**config.mk**
```make
export PLATFORM = sky130hd
export DESIGN_NAME = if_fetch_ctrl
export DESIGN_NICKNAME = d
export VERILOG_FILES = /design/src/rtl/if_fetch_ctrl.sv
export SDC_FILE = /design/constraint.sdc
export NUM_CORES = 1
export LEC_CHECK = 0
export CAP_MARGIN = 10
export CORE_MARGIN = 1
export CORE_UTILIZATION = 48
export DETAILED_ROUTE_END_ITERATION = 10
export GPL_TIMING_DRIVEN = 0
export MAX_ROUTING_LAYER = met4
export PLACE_DENSITY = 0.74
export SYNTH_ARGS = -nofsm -noshare
export SYNTH_HDL_FRONTEND = slang
export SYNTH_SLANG_ARGS = --single-unit
```
**constraint.sdc**
```tcl
create_clock -name clk -period 3.21 [get_ports clk]
set_input_delay 0.642 -clock clk [delete_from_list [all_inputs] [get_ports clk]]
set_output_delay 0.642 -clock clk [all_outputs]
set_load 0.02 [all_outputs]
```
**src/rtl/if_fetch_ctrl.sv**
```systemverilog
// Instruction-fetch sequencer: PC ownership, inst_ram reads, 2-entry decode buffer.
// Optional ADDR_ALIGN_CHK_EN: misaligned redirects trap to EXC_VECTOR and pulse exc_adel.
module if_fetch_ctrl #(
    parameter logic [31:0] RESET_PC   = 32'h0000_0000,
    parameter int          ADDR_W     = 10,
    parameter logic [31:0] EXC_VECTOR = 32'h0000_0380
) (
    input  logic              clk,
    input  logic              rst,
    input  logic              redirect_valid,
    input  logic [31:0]       redirect_pc,
    input  logic              id_ready,
    output logic              imem_en,
    output logic [ADDR_W-1:0] imem_addr,
    input  logic [31:0]       imem_rdata,
    output logic              if_valid,
    output logic [31:0]       if_instr,
    output logic [31:0]       if_pc,
    output logic [31:0]       if_pcplus4,
    output logic              exc_adel
);

    typedef enum logic {S_BOOT, S_RUN} state_t;

    state_t      state, state_nxt;
    logic [31:0] fetch_pc;
    logic        inflight;
    logic [31:0] tag_pc;
    logic        tag_epoch;
    logic        epoch;
    logic [31:0] buf_pc    [2];
    logic [31:0] buf_instr [2];
    logic        wr_ptr, rd_ptr;
    logic [1:0]  count, count_nxt;

    logic        ret_ok, pop, pop_buf, push;
    logic [31:0] head_pc, head_instr, target;

    // A returning word is visible to decode in its arrival cycle; it only
    // occupies a buffer slot if decode does not take it straight away.
    assign ret_ok   = inflight && (tag_epoch == epoch) && !redirect_valid;
    assign if_valid = (count != 2'd0) || ret_ok;
    assign pop      = if_valid && id_ready;
    assign pop_buf  = pop && (count != 2'd0);
    assign push     = ret_ok && !(pop && (count == 2'd0));

    always_comb begin
        head_pc    = tag_pc;
        head_instr = imem_rdata;
        if (count != 2'd0) begin
            head_pc    = buf_pc[rd_ptr];
            head_instr = buf_instr[rd_ptr];
        end
    end

    assign if_pc      = if_valid ? head_pc : 32'h0;
    assign if_instr   = if_valid ? head_instr : 32'h0;
    assign if_pcplus4 = if_valid ? head_pc + 32'd4 : 32'h0;
    assign imem_addr  = fetch_pc[ADDR_W+1:2];
    assign count_nxt  = count + {1'b0, push} - {1'b0, pop_buf};

    always_comb begin
        state_nxt = state;
        imem_en   = 1'b0;
        unique case (state)
            S_BOOT: state_nxt = S_RUN;
            S_RUN: imem_en = !redirect_valid &&
                             (({1'b0, count} + {2'b0, inflight}) < 3'd2);
            default: state_nxt = S_BOOT;
        endcase
    end

`ifdef ADDR_ALIGN_CHK_EN
    logic misaligned;
    logic exc_q;
    assign misaligned = redirect_pc[1:0] != 2'b00;
    assign target     = misaligned ? EXC_VECTOR : redirect_pc;
    assign exc_adel   = exc_q;

    always_ff @(posedge clk or negedge rst) begin
        if (!rst) exc_q <= 1'b0;
        else      exc_q <= redirect_valid && misaligned;
    end
`else
    logic unused_low_bits;
    assign unused_low_bits = ^redirect_pc[1:0];
    assign target          = {redirect_pc[31:2], 2'b00};
    assign exc_adel        = 1'b0;
`endif

    always_ff @(posedge clk or negedge rst) begin
        if (!rst) state <= S_BOOT;
        else      state <= state_nxt;
    end

    always_ff @(posedge clk or negedge rst) begin
        if (!rst) begin
            fetch_pc  <= RESET_PC;
            inflight  <= 1'b0;
            tag_pc    <= 32'h0;
            tag_epoch <= 1'b0;
            epoch     <= 1'b0;
            wr_ptr    <= 1'b0;
            rd_ptr    <= 1'b0;
            count     <= 2'd0;
            for (int i = 0; i < 2; i++) begin
                buf_pc[i]    <= 32'h0;
                buf_instr[i] <= 32'h0;
            end
        end else begin
            assert (!(count == 2'd2 && inflight));
            if (redirect_valid) begin
                fetch_pc <= target;
                inflight <= 1'b0;
                epoch    <= ~epoch;
                wr_ptr   <= 1'b0;
                rd_ptr   <= 1'b0;
                count    <= 2'd0;
            end else begin
                if (push) begin
                    buf_pc[wr_ptr]    <= tag_pc;
                    buf_instr[wr_ptr] <= imem_rdata;
                    wr_ptr            <= ~wr_ptr;
                end
                if (pop_buf) rd_ptr <= ~rd_ptr;
                count    <= count_nxt;
                inflight <= imem_en;
                if (imem_en) begin
                    tag_pc    <= fetch_pc;
                    tag_epoch <= epoch;
                    fetch_pc  <= fetch_pc + 32'd4;
                end
            end
        end
    end

endmodule

```
Word-level counts from Yosys, hierarchy flattened
Index checks and enable logic that the tools add are counted.
- add/subtract/negate cells: 5
- magnitude comparators: 4
- equality and inequality tests: 1
- mux-type cells: 24
- bitwise operators: 6
- reduce and logical (&&, ||, !) cells: 18
- operator list (cell ; number):
    two-way mux 32 bit ; 14
    bitwise mux 64 bit ; 2
    adder 32 x 3 -> 32 bit (second input constant) ; 2
    demux 32 bit (select 1 bit) ; 1
    logical AND 1 bit ; 8
    nonzero test 2 bit ; 4
    two-way mux 1 bit ; 6
    >= comparator 2 bit (second input constant) ; 2
    NOT 1 bit ; 4
    NOT 1 -> 2 bit ; 2
    AND reduction 2 bit ; 2
    adder 2 x 1 -> 3 bit ; 1
    less-than comparator 3 x 2 -> 1 bit (second input constant) ; 1
    adder 2 x 1 -> 2 bit ; 1
    logical NOT 1 bit ; 2
    logical NOT 2 bit ; 1
    less-than comparator 2 x 1 -> 1 bit (second input constant) ; 1
    two-way mux 2 bit ; 1
    subtractor 2 x 1 -> 2 bit ; 1
    == test 1 bit ; 1
    logical OR 1 bit ; 1
- flip-flop bits (word level): 200
- input port bits: 68
- output and inout port bits: 109

Depth between registers and ports, before layout
- depth after elaboration: 11
- depth in mapped cells: 12
- gate-level depth less buffers: 8

Worst setup path before layout
Ideal clock, no wire load.
- path type: flip-flop to output port
- start point: register count[0]
- end point: output if_pcplus4[28]
- arrival time: 3.042 ns
- slack: -0.474 ns
- stages on the path, launching flop included: 12
- buffers on the path: 3
- cells stage by stage: dfrtp_1 > buf_6 > or2_1 > buf_6 > buf_12 > a21oi_1 > ha_1 > o211ai_1 > nor4_4 > nand4_2 > or4_1 > a21oi_1
- cells in the longest elaborated chain, start to end: 4
- elaborated cells between the ends (all ways): 5
- ends and longest elaborated chain (what ; line ; source):
    start: declaration ; 34 ; logic [1:0] count, count_nxt;
    start signal: assignment ; 126 ; count <= count_nxt;
    nonzero test 2 bit * ; 42, 50 ;
    two-way mux 32 bit ; 50 ; if (count != 2'd0) begin
    adder 32 x 3 -> 32 bit ; 58 ; assign if_pcplus4 = if_valid ? head_pc + 32'd4 : 32'h0;
    two-way mux 32 bit * ; 58 ;
    end: declaration ; 19 ; output logic [31:0] if_pcplus4,
Every way passes the cells marked *; elsewhere a longest branch is shown, timed or not.

Final worst setup path
- start point: register rd_ptr
- end point: output if_pcplus4[28]
- cells in the longest elaborated chain, start to end: 7
- ends and longest elaborated chain (what ; line ; source):
    start: declaration ; 33 ; logic wr_ptr, rd_ptr;
    start signal: assignment ; 125 ; if (pop_buf) rd_ptr <= ~rd_ptr;
    NOT 1 -> 2 bit (implied by the code) ; 51 ; head_pc = buf_pc[rd_ptr];
    two-way mux 32 bit (implied by the code) (3 in series) ; 51 ;
    two-way mux 32 bit ; 50 ;
    adder 32 x 3 -> 32 bit ; 58 ;
    two-way mux 32 bit ; 58 ;
No other way between the ends. The select of a mux whose other input is x is not followed.

==> results.cfg <==
[run_status]
status = finished with violations
failed_checks = setup timing

[setup_path]
cp-start-kind = register
arrival_ns = 3.34
cp_max_fo = 8
r2r_setup_slack_ns = 0.19
end_kind = output pin
cp.required_ns = 2.57
path_class = register to output pin

[sta]
fmax_mhz = 251
tns_ns = -12.45
rsz0062_at_grt = yes
holdWs_ns = 0.159
relSlewSlack_pct = 48.8
clock_skew_ns = 0.0113
final_hold_viol_count = 0
worst_slew_pin_slew_ns = 0.768
setup_viol = 25
period_share_pct = 124
slew_viol_final = 0
min_period_ns = 3.99
layout_setup_ws_ns = -0.776

[flow_run]
drv_cap = 0

[cells_and_area]
fin_nets = 1256
diodes = 0
fill_cells = 1473
final_cell_area_mm2 = 0.0142
multi_input_area_mm2 = 0.00558
area_growth_pct = 39.5
regArea_mm2 = 0.00480
final_common_cell = dfrtp_1
layout_common_cells = dfrtp_1, mux2_2, buf_4
drive_above_1_share_pct = 41.0

[global_routing]
gr-total-overflow = 0
grt_use_met2_pct = 42.1
busiest_layer = met2
grt_antenna_before_repair = 0
first_global_vias = 8057
grt_use_total_pct = 27.1
grt_pass1_wl_um = 44300
use_met3_pct = 4.32
grt_max_degree = 117
use_met1_pct = 36.6

[detailed_routing]
antenna_left = 0
wirelength_um = 29600
drtIter0Drc = 494
wire_per_inst_um = 20.2
routed_via_density = 5.61
vias = 8231
route.detailed.drc = 0
drt_first_pass_iters = 5

[logic_synthesis]
yosysSeqAreaShare_pct = 47.2
syn_area_mm2 = 0.0102
yosysWarningCount = 0
async_flop_share_pct = 100
ys.flop_type = dfrtp_1
synth_edf_count = 0
yosysUniqueCellTypes = 45
synth_cells = 911
avgSynthCellArea_um2 = 11.2
ys_ff_latch = 192

[clock_network]
htree_levels = 4
cts_root_buf = clkbuf_16
numCtsBuffers = 17
clockBufferDepth = 2
cts_tree = done
post_cts_hold_buffer_count = 0
clk_pin_slew_ns = 0.07
clkLatencyLatePin_ns = 0.43
numClockSinks = 192

[die]
die-area_mm2 = 0.0218
pin_count = 177
chipWidth_um = 148
floorplan.initialDensity_pct = 49.6
chipHeight_um = 148
rows = 52
coreArea_mm2 = 0.0205

[power_and_ir_drop]
power_density_mw_per_mm2 = 932
p_leak_nw = 6.32
ir_worst_vdd_v = 0.000612

[worst_hold_path]
hp-class = primary input to asynchronous set/reset pin

[placement]
gp_congestion = 0.848
portBuffers = 169
place_area_mm2 = 0.0123
hpwl_um = 18500
worst max-delay path: stages, from the launching register on:
cell and delay [ns]:
dfrtp_1 0.39, buf_8 0.13, buf_12 0.12, buf_12 0.14, mux2i_2 0.16, a21oi_4 0.23
ha_4 0.17, o211ai_1 0.17, nor4_4 0.27, nand4_2 0.22, or4_4 0.61, a21oi_4 0.16
buf_6 0.13
layout make-up:
cell class                      count  area share [%]
Buffer                             68            3.74
Clock buffer                       17            3.00
Clock inverter                     15            1.17
Inverter                            5           0.132
Multi-Input combinational cell    646            39.4
Sequential cell                   192            33.9
Tap cell                          270            2.38
Timing Repair Buffer              254            16.4
metrics by stage:
| step | setup slack (ns) | power (W) | util, % | cells |
|---|---|---|---|---|
| global placement | -6.51 | 0.00927 | 59.9 | 1354 |
| global route | -0.878 | 0.0138 | 69.2 | 1467 |
| detailed placement | -1.48 | 0.00939 | 60.1 | 1355 |
| floorplan | -0.124 | 0.00729 | - | 915 |
| finish | -0.776 | 0.0132 | 69.2 | 1467 |
| CTS | -0.843 | 0.0123 | 66.3 | 1429 |
cell usage after synthesis (all sizes together) (7+ instances only):
library cell	instances	area share (%)
buf	42	2.9
a21o	9	0.66
nor4	8	1.1
xnor2	29	2.5
o21ai	66	3.2
nand3	55	2.7
nand4	9	0.62
nor3	10	0.49
clkbuf	30	1.1
and3	7	0.43
mux2	179	20
a21oi	18	0.89
dfrtp	192	47
mux2i	62	6.1
nand2	49	1.8
and4	8	0.69
nor2	66	2.5
xor2	17	1.5
nor2b	13	0.80
final timing paths:
kind	from	end	cells after the start
max reg2reg	count[0]	buf_pc[11]	10
min reg2reg	buf_pc[15]	buf_pc[15]	1
min	rst	fetch_pc[8]	1
max	rd_ptr	if_pcplus4[28]	12
min in group clk	buf_pc[15]	buf_pc[15]	1
max in group asynchronous	rst	tag_pc[25]	2
report_power, final:
part,internal (W),leakage [nW],switching [W]
sequential,0.00322,2.46,0.000564
clock,0.00105,0.288,0.00106
combinational,0.00352,3.57,0.00381
registers in the layout, indices dropped and copies added, names as in the netlist:
register	cells
buf_instr	64
buf_pc	60
count	2
epoch	1
fetch_pc	30
inflight	1
rd_ptr	1
state	1
tag_epoch	1
tag_pc	30
wr_ptr	1
timing repair:
action,4_1_cts,5_1_grt
pin swaps,32,27
endpoints found under the hold margin,0,0
cloned,0,2
gates resized for setup,389,115
setup endpoints to repair,213,85
buffers inserted,44,41
logic make-up after synthesis:
kind of cell | synth area share, %
xor gates and xnor gates | 3.96
DFF | 47.2
muxes | 26.0
buffers and inverters | 4.17
other | 0.0739
adders and majority gates | 0.492
AOI/OAI and AO/OA | 5.67
and+or+nand+nor | 12.4
metal layers:
metal	share of wire, %	wire [µm]
met1	43	12800
met2	49	14400
met3	5.3	1580
met4	2.8	824
met5	0	0
Power figures use the tool's default switching activity.
